==> src/rtl/clock_step_ctrl.sv <==
// Run/halt/single-step sequencer driving the CPU clock generator's stop_clk_req.
// Latency: a command in cycle k releases stop_clk_req in cycle k+1; halts land on the next whole-cycle boundary.
// Backpressure: none; commands arriving in states that cannot act on them are dropped. Optional macro: CYCLE_COUNT_EN.
module clock_step_ctrl #(
  parameter int STEP_W = 16
`ifdef CYCLE_COUNT_EN
  ,
  parameter int CNT_W  = 32
`endif
) (
  input  logic              clk,
  input  logic              arst_n,
  input  logic              cmd_run,
  input  logic              cmd_halt,
  input  logic              cmd_step,
  input  logic [STEP_W-1:0] step_count,
  input  logic              brk_halt,
  output logic              stop_clk_req,
  output logic              running,
  output logic              step_done
`ifdef CYCLE_COUNT_EN
  ,
  output logic [CNT_W-1:0]  cycle_count,
  input  logic              clr_cycles
`endif
);

  localparam logic [1:0] S_HALT  = 2'd0;
  localparam logic [1:0] S_RUN   = 2'd1;
  localparam logic [1:0] S_STEP  = 2'd2;
  localparam logic [1:0] S_DRAIN = 2'd3;

  logic [1:0]      state;
  logic [1:0]      state_nx;
  logic [STEP_W:0] remaining;
  logic [STEP_W:0] remaining_nx;
  logic            phase;
  logic            stop_nx;
  logic            done_nx;
  logic            stop_any;
  logic [STEP_W-1:0] step_eff;
  logic [STEP_W:0]   step_len;

  // Breakpoint and halt share one meaning: stop on the next boundary.
  assign stop_any = cmd_halt | brk_halt;

  // A zero burst length runs one CPU cycle; two clk cycles per CPU cycle.
  // The extra bit on remaining keeps 2*(2^STEP_W-1) representable.
  assign step_eff = (step_count == '0) ? STEP_W'(1) : step_count;
  assign step_len = {step_eff, 1'b0};

  // Next-state, next stop request and step completion for the sequencer.
  always_comb begin
    state_nx     = state;
    remaining_nx = remaining;
    stop_nx      = stop_clk_req;
    done_nx      = 1'b0;
    case (state)
      S_HALT: begin
        stop_nx = 1'b1;
        if (stop_any) begin
          state_nx = S_HALT;
        end else if (cmd_step) begin
          state_nx     = S_STEP;
          remaining_nx = step_len;
          stop_nx      = 1'b0;
        end else if (cmd_run) begin
          state_nx = S_RUN;
          stop_nx  = 1'b0;
        end
      end
      S_RUN: begin
        stop_nx = 1'b0;
        if (stop_any) begin
          // phase=1 now means the clock lands on a boundary after this cycle.
          if (phase) begin
            state_nx = S_HALT;
            stop_nx  = 1'b1;
          end else begin
            state_nx = S_DRAIN;
          end
        end
      end
      S_STEP: begin
        stop_nx      = 1'b0;
        remaining_nx = remaining - (STEP_W+1)'(1);
        if (stop_any) begin
          remaining_nx = '0;
          if (phase) begin
            state_nx = S_HALT;
            stop_nx  = 1'b1;
          end else begin
            state_nx = S_DRAIN;
          end
        end else if (remaining == (STEP_W+1)'(1)) begin
          // Burst lengths are even, so the last cycle always has phase=1.
          state_nx = S_HALT;
          stop_nx  = 1'b1;
          done_nx  = 1'b1;
        end
      end
      S_DRAIN: begin
        state_nx = S_HALT;
        stop_nx  = 1'b1;
      end
      default: begin
        state_nx = S_HALT;
        stop_nx  = 1'b1;
      end
    endcase
  end

  // Registered sequencer state and outputs; reset parks the clock stopped.
  always_ff @(posedge clk or negedge arst_n) begin
    if (!arst_n) begin
      state        <= S_HALT;
      remaining    <= '0;
      phase        <= 1'b0;
      stop_clk_req <= 1'b1;
      running      <= 1'b0;
      step_done    <= 1'b0;
    end else begin
      state        <= state_nx;
      remaining    <= remaining_nx;
      phase        <= phase ^ ~stop_clk_req;
      stop_clk_req <= stop_nx;
      running      <= (state_nx != S_HALT);
      step_done    <= done_nx;
    end
  end

`ifdef CYCLE_COUNT_EN
  // Counts completed CPU cycles: the second half of each cycle ends one.
  always_ff @(posedge clk or negedge arst_n) begin
    if (!arst_n) begin
      cycle_count <= '0;
    end else if (clr_cycles) begin
      cycle_count <= '0;
    end else if (!stop_clk_req && phase) begin
      cycle_count <= cycle_count + CNT_W'(1);
    end
  end
`endif

endmodule
==> config.mk <==
export PLATFORM = sky130hd
export DESIGN_NAME = clock_step_ctrl
export DESIGN_NICKNAME = d
export VERILOG_FILES = /design/src/rtl/clock_step_ctrl.sv
export SDC_FILE = /design/constraint.sdc
export NUM_CORES = 1
export LEC_CHECK = 0
export ABC_CLOCK_PERIOD_IN_PS = 2300
export BUFFER_PORTS_ARGS = -buffer_cell sky130_fd_sc_hd__buf_2
export CORE_MARGIN = 5
export CORE_UTILIZATION = 55
export CTS_CLUSTER_SIZE = 25
export DETAILED_ROUTE_END_ITERATION = 10
export PLACE_DENSITY = 0.87
export SETUP_SLACK_MARGIN = 0.02
export SLEW_MARGIN = 15
export SYNTH_ARGS = -nofsm -noshare
export SYNTH_HDL_FRONTEND = slang
export SYNTH_SLANG_ARGS = --single-unit
export TNS_END_PERCENT = 100
==> constraint.sdc <==
create_clock -name clk -period 2.3 [get_ports clk]
set_input_delay 0 -clock clk [delete_from_list [all_inputs] [get_ports clk]]
set_output_delay 0 -clock clk [all_outputs]
set_load 0.02 [all_outputs]
# Yosys cells after proc, flatten, opt, wreduce, memory -nomap -nowiden
# Index checks and enable logic that the tools add are counted.
# totals
out_inout_bits,3
register_bits,23
input_bits,22
wordCells,44
# op_classes
muxes,23
add_sub_neg,1
bitwise,3
n_reduce_logical,5
eq_ne,6
# op_table
operator,n
17-bit 2-to-1 mux,3
17-bit one-hot mux with 2 select lines,1
17-bit by 1-bit == test with 1-bit output (second input constant),1
17-bit by 1-bit subtractor with 17-bit output (second input constant),1
16-bit logical NOT,1
16-bit 2-to-1 mux,1
2-bit 2-to-1 mux,7
1-bit 2-to-1 mux,9
2-bit one-hot mux with 4 select lines,1
2-bit == test (second input constant),2
2-bit inequality test (second input constant),2
1-bit one-hot mux with 4 select lines,1
2-bit nonzero test,2
3-bit AND reduction,1
2-bit by 1-bit == test with 1-bit output (second input constant),1
2-bit logical NOT,1
1-bit NOT,1
1-bit OR,1
1-bit bitwise XOR,1

# Depth between registers and ports, before layout
# Gate-level depths: netlist of run 1.
# depth
ltp_word,5
ltp_mapped,7
ltp_nobuf,6

# Least setup slack after synthesis of run 1
# OpenSTA, ideal clock, no wires.
# synth_timing
path_type,register to register
from,register remaining[0]
to,register remaining[14]
n_path_buf,0
period_less_slack_ns,1.712
stages_incl_launch_ff,7
setup_slack_ns,0.588
t_arrival_ns,1.586
t_required_ns,2.173
setup_ns,0.127
path_cell_list,dfrtp_1 inv_1 ha_1 nor3b_2 nand4_1 o21ai_0 o2bb2a_1
# synth_between
elab_chain_len,3
# synth_rtl
element,line_no,rtl
start: declaration,35,logic [STEP_W:0] remaining;
start signal: assignment,124,remaining <= remaining_nx;
17-bit by 1-bit subtractor with 17-bit output,86,remaining_nx = remaining - (STEP_W+1)'(1);
17-bit 2-to-1 mux,87,if (stop_any) begin
17-bit one-hot mux with 2 select lines,58,case (state)
# Every way passes these cells.
# A chain may end at the register's enable or synchronous reset.

# Final worst setup path of run 1
# layout_timing
from,register remaining[4]
to,register state[1]
# layout_between
elab_chain_len,4
# layout_rtl
element,line_no,rtl
17-bit by 1-bit == test with 1-bit output,95,end else if (remaining == (STEP_W+1)'(1)) begin
2-bit 2-to-1 mux,95,
2-bit 2-to-1 mux,87,
2-bit one-hot mux with 4 select lines,58,
net state_nx[1],34,logic [1:0] state_nx;
end signal: assignment,123,state <= state_nx;
end: declaration,33,logic [1:0] state;
# The timed path passes the listed nets, and every way through them passes these cells.

==> results of run 1 <==
==> layer usage <==
metal / vias up / wire [um] / global-route usage / share of wire
met5: - / 0 / 0 / 0
met3: 12 / 311 / 0.0273 / 0.085
li1: 686 / - / - / -
met2: 83 / 1730 / 0.356 / 0.47
met4: 0 / 87 / 0.0970 / 0.024
met1: 681 / 1530 / 0.290 / 0.42
==> final cells by class <==
cell class | count | share of cell area
Multi-Input combinational cell | 123 | 0.456
Tap cell | 30 | 0.0217
Inverter | 9 | 0.0195
Sequential cell | 23 | 0.333
Clock buffer | 4 | 0.0152
Timing Repair Buffer | 40 | 0.155
==> where the power goes <==
part	total (W)	switching [W]	internal (W)
clock	0.000192	0.000124	0.0000679
sequential	0.000822	0.000233	0.000589
combinational	0.000994	0.000556	0.000438
total	0.00201	0.000913	0.00110
==> cell families after synthesis <==
kind of cell / Yosys count / share of synthesized area
and+or+nand+nor: 57 / 0.232
muxes: 1 / 0.00684
xor gates and xnor gates: 2 / 0.0120
buffers and inverters: 20 / 0.0659
adders and majority gates: 2 / 0.0171
AOI/OAI and AO/OA: 61 / 0.272
DFF: 23 / 0.394
==> state kept, by name, indices dropped and copies added, names as in the netlist <==
register / cells
remaining: 17
state: 2
phase: 1
running: 1
step_done: 1
stop_clk_req: 1
==> critical path, stage by stage (launching register included) <==
cell     delay [ns]
dfrtp_1        0.47
nor4_1         0.38
buf_4          0.24
and4_1         0.23
and3_1         0.23
o21ai_0        0.12
==> worst max path at each step <==
| stage | start | endpoint | slack, ns | cells past startpoint |
|---|---|---|---|---|
| floorplan | remaining[0]$_DFFE_PN0P_ | remaining[14]$_DFFE_PN0P_ | 0.59 | 6 |
| finish | remaining[4]$_DFFE_PN0P_ | state[1]$_DFF_PN0_ | 0.49 | 5 |
| detailed placement | state[0]$_DFF_PN0_ | remaining[2]$_DFFE_PN0P_ | 0.51 | 4 |
| CTS | state[0]$_DFF_PN0_ | remaining[2]$_DFFE_PN0P_ | 0.49 | 4 |
| global placement | state[0]$_DFF_PN0_ | remaining[2]$_DFFE_PN0P_ | 0.58 | 4 |
| global route | remaining[0]$_DFFE_PN0P_ | remaining[4]$_DFFE_PN0P_ | 0.37 | 7 |
==> metrics by stage <==
| step | power [W] | utilization | instances | setup slack (ns) | hold WS [ns] |
|---|---|---|---|---|---|
| after floorplan | 0.00153 | - | 166 | 0.588 | -0.296 |
| after global placement | 0.00173 | 0.638 | 214 | 0.583 | -0.00265 |
| after detailed placement | 0.00179 | 0.638 | 214 | 0.514 | -0.00365 |
| after CTS | 0.00199 | 0.693 | 229 | 0.492 | 0.0115 |
| after global routing | 0.00217 | 0.693 | 229 | 0.372 | 0.0145 |
| final | 0.00201 | 0.693 | 229 | 0.488 | 0.00978 |
==> layout by cell type (no fill, tap or decap), drive strengths merged, types with 7 or more instances in the layout <==
| cell type | synthesis | final |
|---|---|---|
| dfrtp | 22 | 22 |
| nor2 | 15 | 15 |
| buf | 7 | 29 |
| inv | 9 | 9 |
| nand2 | 8 | 8 |
| o21ai | 26 | 26 |
| a21oi | 10 | 10 |
| nor3 | 7 | 7 |
| dlygate4sd3 | 0 | 11 |
| nor4 | 8 | 8 |
==> reports/summary.txt, run 1 <==
Hold Path Sink = remaining[11]$_DFFE_PN0P_
Max Slew Vio Count = 0
Footprint of the multi-input gates = 790 um^2
Total Routing Usage GR = 0.219
Number of buffers added on ports = 24
Synth Area per Inst = 8.81 um^2
Net count, final = 224
Gr ovfl total = 0
First-pass GRT wire length = 6.13 mm
Worst setup SP type = register
H-tree depth = 1
Setup violators final = 0
Synth top cells by count = 22 x dfrtp_1, 18 x o21ai_0, 15 x nor2_1, 10 x a21oi_1, 9 x inv_1
Core footprint = 2500 um^2
FF-to-FF path depth = 5
Synth Register Bits = 23
Via Count = 1,462
Post-synth EDFFs = 0
CP arrival = 2.00 ns
Ratio of cells with drive above 1 in the final layout = 0.221
Post-CTS sizing = 0
Mapped cell area = 1460 um^2
Area fraction of the dominant cell type after synthesis = 0.376
GPL Wtd Cong = 0.870
WL/cell = 16.0 um
FF+latch area = 577 um^2
Worst-Margin Slew = 0.529 ns
Largest net degree at the start of global routing = 24
Synth top area cells = dfrtp_1 38%, o21ai_0 6.2%, nor2_1 3.8%, a21oi_1 3.4%, nor4_1 2.6%
Remaining antenna violation count = 0
Post-synth top area cell = dfrtp_1
Sequential fraction of the synthesis area = 0.394
CTS tree = built
Hold Vio Cnt, Final = 0
Pwr/cell area = 1160 nW/um^2
Vias per cell = 6.38
FF-to-FF End = state[1]$_DFF_PN0_
Crit end category = register
Row cnt = 18
Distinct cells, synth = 45
Die Height = 61.6 um
Synth Instances = 166
Antenna cells = 0
Post-CTS setup buffer count = 0
Drt total wl = 3.66 mm
DIE AREA = 3790 um^2
Main synth FF type = dfrtp_1
Hold depth = 3
Area delta synth->final = 18.4%
Final instance area = 1730 um^2
DPL Wire Length = 2.62 mm
Post-DP Area = 1600 um^2
FMAX = 0.552 GHz
Status = completed
Post-synth net total = 190
LEAKAGE = 0.759 nW
Final period utilization = 0.788
DRC Markers = 0
Syn. warnings = 0
Worst R2R Setup Slack = 0.49 ns
Number of global-route vias before repair = 1,426
Num CTS Buffers = 3
Worst skew pair latency = 0.32 ns
Setup_tns = 0 ns
Initial Util = 0.585
Hold_sp = step_count[10]
Initial DRC count = 114
Root Driver = clkbuf_4
CTS sink cnt = 23
Initial antenna violation count = 0
Hold Crit Class = in -> reg
Most frequent cell after synthesis = dfrtp_1
Detailed Routing Iterations Pass 1 = 5
Fill count = 206
Max-cap violation count = 0
Worst-path fanout max = 11
CTS clk-pin slew, worst paths = 0.13 ns
Max clock buf depth = 2
RSZ-0062 raised after global routing = false
Fin crit period = 1.81 ns
Skew final = 0.00681 ns
Crit Reg-Reg Startpoint = remaining[4]$_DFFE_PN0P_
Max VDD drop = 0.000705 V
Die Wd = 61.6 um
CP Data Required Time = 2.49 ns
Io pins = 25
CP Class = reg -> reg
Post-synth ARST share = 1.00
Slew headroom = 0.644
Hold_buf cts = 11
No activity file was read; power rests on OpenSTA's default activity.
==> run 2: changes to the inputs <==
Settings changed: ABC_CLOCK_PERIOD_IN_PS 2300 to 1830.
Clock period 2.3 ns to 1.83 ns, I/O delays scaled along.
==> run 2 against run 1 <==
Net effect:
- utilization rose by 3.1 points
- hold slack got worse by 0.0028 ns
- critical path depth did not move
- combinational power rose by 41%
- total power rose by 34%
- via count rose by 2.7%
- die area did not move
- non-clock buffer count rose by 6
==> reports/summary.txt, run 2 (synthesis results as in run 1) <==
Initial Util = 0.585
CTS sink cnt = 23
Skew final = 0.00583 ns
Drt total wl = 3.83 mm
Worst skew pair latency = 0.32 ns
Pwr/cell area = 1490 nW/um^2
Max clock buf depth = 2
Row cnt = 18
Setup_tns = 0 ns
Die Wd = 61.6 um
RSZ-0062 raised after global routing = false
Top Registers = remaining x17, state x2
Place WS = 0.0448 ns
Hold Crit Class = in -> reg
Area delta synth->final = 23.6%
Root Driver = clkbuf_4
Net count, final = 230
Commonest non-fill, non-tap cell in the layout = buf_2
Max VDD drop = 0.00109 V
FF-to-FF path depth = 5
Hold Path Sink = remaining[11]$_DFFE_PN0P_
Min Hold Slack = 0.00700 ns
Hold Vio Cnt, Final = 0
FMAX = 0.574 GHz
DIE AREA = 3790 um^2
Worst-Margin Slew = 0.510 ns
LEAKAGE = 0.794 nW
Post-DP Area = 1630 um^2
Remaining antenna violation count = 0
Crit Reg-Reg Startpoint = remaining[0]$_DFFE_PN0P_
Vias per cell = 6.39
Slew headroom = 0.660
Crit end category = register
Max Slew Vio Count = 0
Most frequent cells in the layout = 24 x buf_2, 20 x dfrtp_1, 16 x o21ai_0
Worst setup SP type = register
Gr ovfl total = 0
Ratio of cells with drive above 1 in the final layout = 0.273
Die Height = 61.6 um
CP Data Required Time = 2.05 ns
Detailed Routing Iterations Pass 1 = 5
WL/cell = 16.3 um
Fin crit period = 1.74 ns
Initial DRC count = 98
DPL Wire Length = 2.63 mm
CTS clk-pin slew, worst paths = 0.13 ns
Number of global-route vias before repair = 1,409
First-pass GRT wire length = 6.11 mm
GPL Wtd Cong = 0.881
Io pins = 25
Worst-path fanout max = 6
Max-cap violation count = 0
Number of buffers added on ports = 24
H-tree depth = 1
Largest net degree at the start of global routing = 24
Initial antenna violation count = 0
CTS tree = built
Final instance area = 1810 um^2
Largest register FFs = 17
Hold_sp = step_count[10]
Top reg by flops = remaining
Total Power = 0.00269 W
Core footprint = 2500 um^2
Setup violators final = 0
Final period utilization = 0.951
FF-to-FF End = remaining[5]$_DFFE_PN0P_
DRC Markers = 0
Via Count = 1,502
Status = completed
Num CTS Buffers = 3
CP arrival = 1.96 ns
Hold depth = 3
CP Class = reg -> reg
Antenna cells = 0
Setup WS post-layout = 0.0892 ns
Total Routing Usage GR = 0.216
Worst R2R Setup Slack = 0.09 ns
==> run 2: how the worst max path moves through the flow <==
stage / from / endpoint / slack, ns / depth (start not counted)
CTS: state[0]$_DFF_PN0_ / remaining[12]$_DFFE_PN0P_ / 0.06 / 4
global placement: state[0]$_DFF_PN0_ / remaining[2]$_DFFE_PN0P_ / 0.11 / 4
finish: remaining[0]$_DFFE_PN0P_ / remaining[5]$_DFFE_PN0P_ / 0.09 / 5
global route: remaining[4]$_DFFE_PN0P_ / remaining[14]$_DFFE_PN0P_ / 0.01 / 5
floorplan: remaining[0]$_DFFE_PN0P_ / remaining[14]$_DFFE_PN0P_ / 0.12 / 6
detailed placement: state[0]$_DFF_PN0_ / remaining[2]$_DFFE_PN0P_ / 0.04 / 4
==> run 2: what timing repair did <==
| item | 4_1_cts | 5_1_grt |
|---|---|---|
| setup buffers | 0 | 2 |
| endpoints found under the hold margin | 33 | 0 |
| pin swaps | 0 | 2 |
| setup endpoints to repair | 1 | 8 |
| hold buffers | 11 | 0 |
| resized for setup | 1 | 8 |
==> run 2: area by class of cell <==
| type | count | area, um^2 |
|---|---|---|
| multi-input combinational | 123 | 817 |
| fill | 196 | 692 |
| sequential | 23 | 579 |
| timing repair buffer | 46 | 313 |
| tap | 30 | 37.5 |
| inverter | 9 | 33.8 |
| clock buffer | 3 | 22.5 |
| clock inverter | 1 | 5.00 |
==> run 2: where the power goes <==
group	total, W	switching [W]	internal [W]
registers	0.00104	0.000299	0.000744
logic	0.00140	0.000743	0.000653
clock network	0.000245	0.000163	0.0000820
==> run 2: worst max-delay path, cell delays in order, from the launching register on <==
cell,delay (ns)
dfrtp_2,0.47
buf_4,0.15
or4_1,0.55
nor2_1,0.12
o21bai_1,0.07
a221o_1,0.28
==> run 2: through the flow <==
stage | cells | utilization
global placement | 218 | 0.650
detailed placement | 218 | 0.650
global route | 235 | 0.723
floorplan | 166 | -
finish | 235 | 0.723
CTS | 233 | 0.707
==> run 2: metal layers <==
layer	wire [um]	vias to the layer above	global-route usage	share of wire
met4	85	0	0.0848	0.022
met3	280	11	0.0294	0.073
met2	1860	76	0.354	0.49
li1	-	708	-	-
met5	0	-	0	0
met1	1600	707	0.288	0.42
==> run 3: changes to the inputs <==
Settings changed: CORE_UTILIZATION 55 to 56, CTS_BUF_LIST set to sky130_fd_sc_hd__clkbuf_2, PLACE_DENSITY 0.87 to 0.89.
==> run 3 against run 2 <==
Net effect:
- the run now ends with setup timing left
- largest cell class unchanged
- sequential power hardly changed
- final cell count rose by 3.0%
- critical path depth is 1 higher
- critical path type unchanged
==> reports/summary.txt, run 3 (synthesis results as in run 1) <==
Root Driver = clkbuf_2
Crit Reg-Reg Startpoint = remaining[1]$_DFFE_PN0P_
DPL Wire Length = 2.92 mm
Skew final = 0.00387 ns
First-pass GRT wire length = 6.93 mm
Vias per cell = 6.86
Drt total wl = 4.55 mm
Top reg by flops = remaining
CTS sink cnt = 23
Area delta synth->final = 26.7%
LEAKAGE = 0.828 nW
Status = finished, violations left
Worst setup SP type = register
CP Class = reg -> reg
Die Height = 61.1 um
Largest net degree at the start of global routing = 24
Via Count = 1,660
GPL Wtd Cong = 0.902
Post-Place Cells = 220
Core footprint = 2480 um^2
Antenna cells = 0
Max VDD drop = 0.00110 V
Final instance count without filler cells = 242
Hold Vio Cnt, Final = 0
GR Util met1 = 0.305
Failing checks = setup timing
Critical Path Stages = 6
Worst-Margin Slew = 0.515 ns
Gr ovfl total = 0
Crit-path cells = inv_1 -> ha_1 -> nor3b_4 -> nand4_1 -> o21ai_0 -> o2bb2a_1
M2 GR Usage = 0.443
CP max stage delay = 0.43 ns
Crit-path slowest cell = dfrtp_1
Initial Util = 0.590
Fill count = 168
CTS clk-pin slew, worst paths = 0.23 ns
Setup violators final = 1
WL/cell = 18.8 um
H-tree depth = 1
Row cnt = 18
Crit end category = register
Slew headroom = 0.657
RSZ-0062 raised after global routing = true
Commonest non-fill, non-tap cell in the layout = buf_2
FF-to-FF path depth = 6
Initial DRC count = 117
Die Wd = 61.1 um
Most frequent cells in the layout = 24 x buf_2, 20 x dfrtp_1, 17 x buf_4
Total Routing Usage GR = 0.249
Met3 GRT Util = 0.0377
Io pins = 25
Detailed Routing Iterations Pass 1 = 5
Most crowded layer after global routing = met2
DIE AREA = 3730 um^2
Num CTS Buffers = 3
CP arrival = 2.10 ns
Fin crit period = 1.83 ns
Setup crit end = remaining[14]$_DFFE_PN0P_
FF-to-FF End = remaining[14]$_DFFE_PN0P_
FMAX = 0.546 GHz
Ratio of cells with drive above 1 in the final layout = 0.288
Total Power = 0.00286 W
Net count, final = 237
Setup WS post-layout = -0.00288 ns
Util after Layout = 0.748
Worst-path fanout max = 5
Max clock buf depth = 2
Worst skew pair latency = 0.35 ns
CP Data Required Time = 2.09 ns
Number of global-route vias before repair = 1,546
Final period utilization = 1.00
Remaining antenna violation count = 0
Worst R2R Setup Slack = -0.003 ns
Number of buffers added on ports = 24
Initial antenna violation count = 0
Critical Path Start = remaining[1]$_DFFE_PN0P_
Crit path max-delay family = simple AND/OR/NAND/NOR gates
Max Slew Vio Count = 0
Worst path bufs/invs = 1
Max-cap violation count = 0
DRC Markers = 0
CTS tree = built
Largest register FFs = 17
Top Registers = remaining x17, state x2
Hold Crit Class = in -> reg
Pwr/cell area = 1540 nW/um^2
[run 3: per-layer routing]
layer	wire length, um	vias to the layer above
li1	-	716
met1	1610	778
met2	2190	127
met3	447	39
met4	289	0
met5	0	-
[run 3: where the power goes]
part	internal [W]	switching [W]	total, W
registers	0.000743	0.000287	0.00103
logic	0.000751	0.000864	0.00162
clock network	0.0000496	0.000166	0.000216
[run 3: cell type report]
class / instances / area [um^2] / share of cell area
clock inverters: 1 / 5.00 / 0.00270
clock buffers: 3 / 15.0 / 0.00810
repair buffers: 53 / 368 / 0.199
inverters: 9 / 33.8 / 0.0182
well taps: 30 / 37.5 / 0.0203
flip-flops and latches: 23 / 579 / 0.313
multi-input cells: 123 / 815 / 0.440
[run 3: worst reg2reg max path, stage by stage, from the launching register on]
cell,delay [ns]
dfrtp_1,0.43
inv_1,0.12
ha_1,0.22
nor3b_4,0.31
nand4_1,0.21
o21ai_0,0.21
o2bb2a_1,0.25
[run 3: worst min-delay path by stage]
stage	startpoint	to	slack (ns)	cells after the start
2_1_floorplan	arst_n	phase$_DFF_PN0_	-0.30	0
3_3_place_gp	arst_n	remaining[4]$_DFFE_PN0P_	-0.006	1
3_5_place_dp	arst_n	remaining[4]$_DFFE_PN0P_	0.008	1
4_1_cts	step_count[0]	remaining[1]$_DFFE_PN0P_	0.006	4
5_1_grt	step_count[10]	remaining[11]$_DFFE_PN0P_	0.007	3
6_report	step_count[10]	remaining[11]$_DFFE_PN0P_	0.02	3
[run 3: repair_timing]
| item | CTS | global route |
|---|---|---|
| endpoints found under the setup margin | 0 | 18 |
| hold endpoints to repair | 34 | 0 |
| resized for setup | 0 | 8 |
| buffers inserted | 0 | 6 |
| hold buffers | 12 | 0 |
[run 3: through the flow]
stage                     TNS [ns]  cell area (um^2)  hold slack (ns)  worst slack, ns
final                     -0.00288              1850           0.0218         -0.00288
after global routing        -0.306              1850          0.00657           -0.125
after CTS                        0              1780          0.00613           0.0262
after detailed placement         0              1640          0.00754           0.0398
after global placement           0              1640         -0.00581            0.137
after floorplan                  0              1460           -0.296            0.118
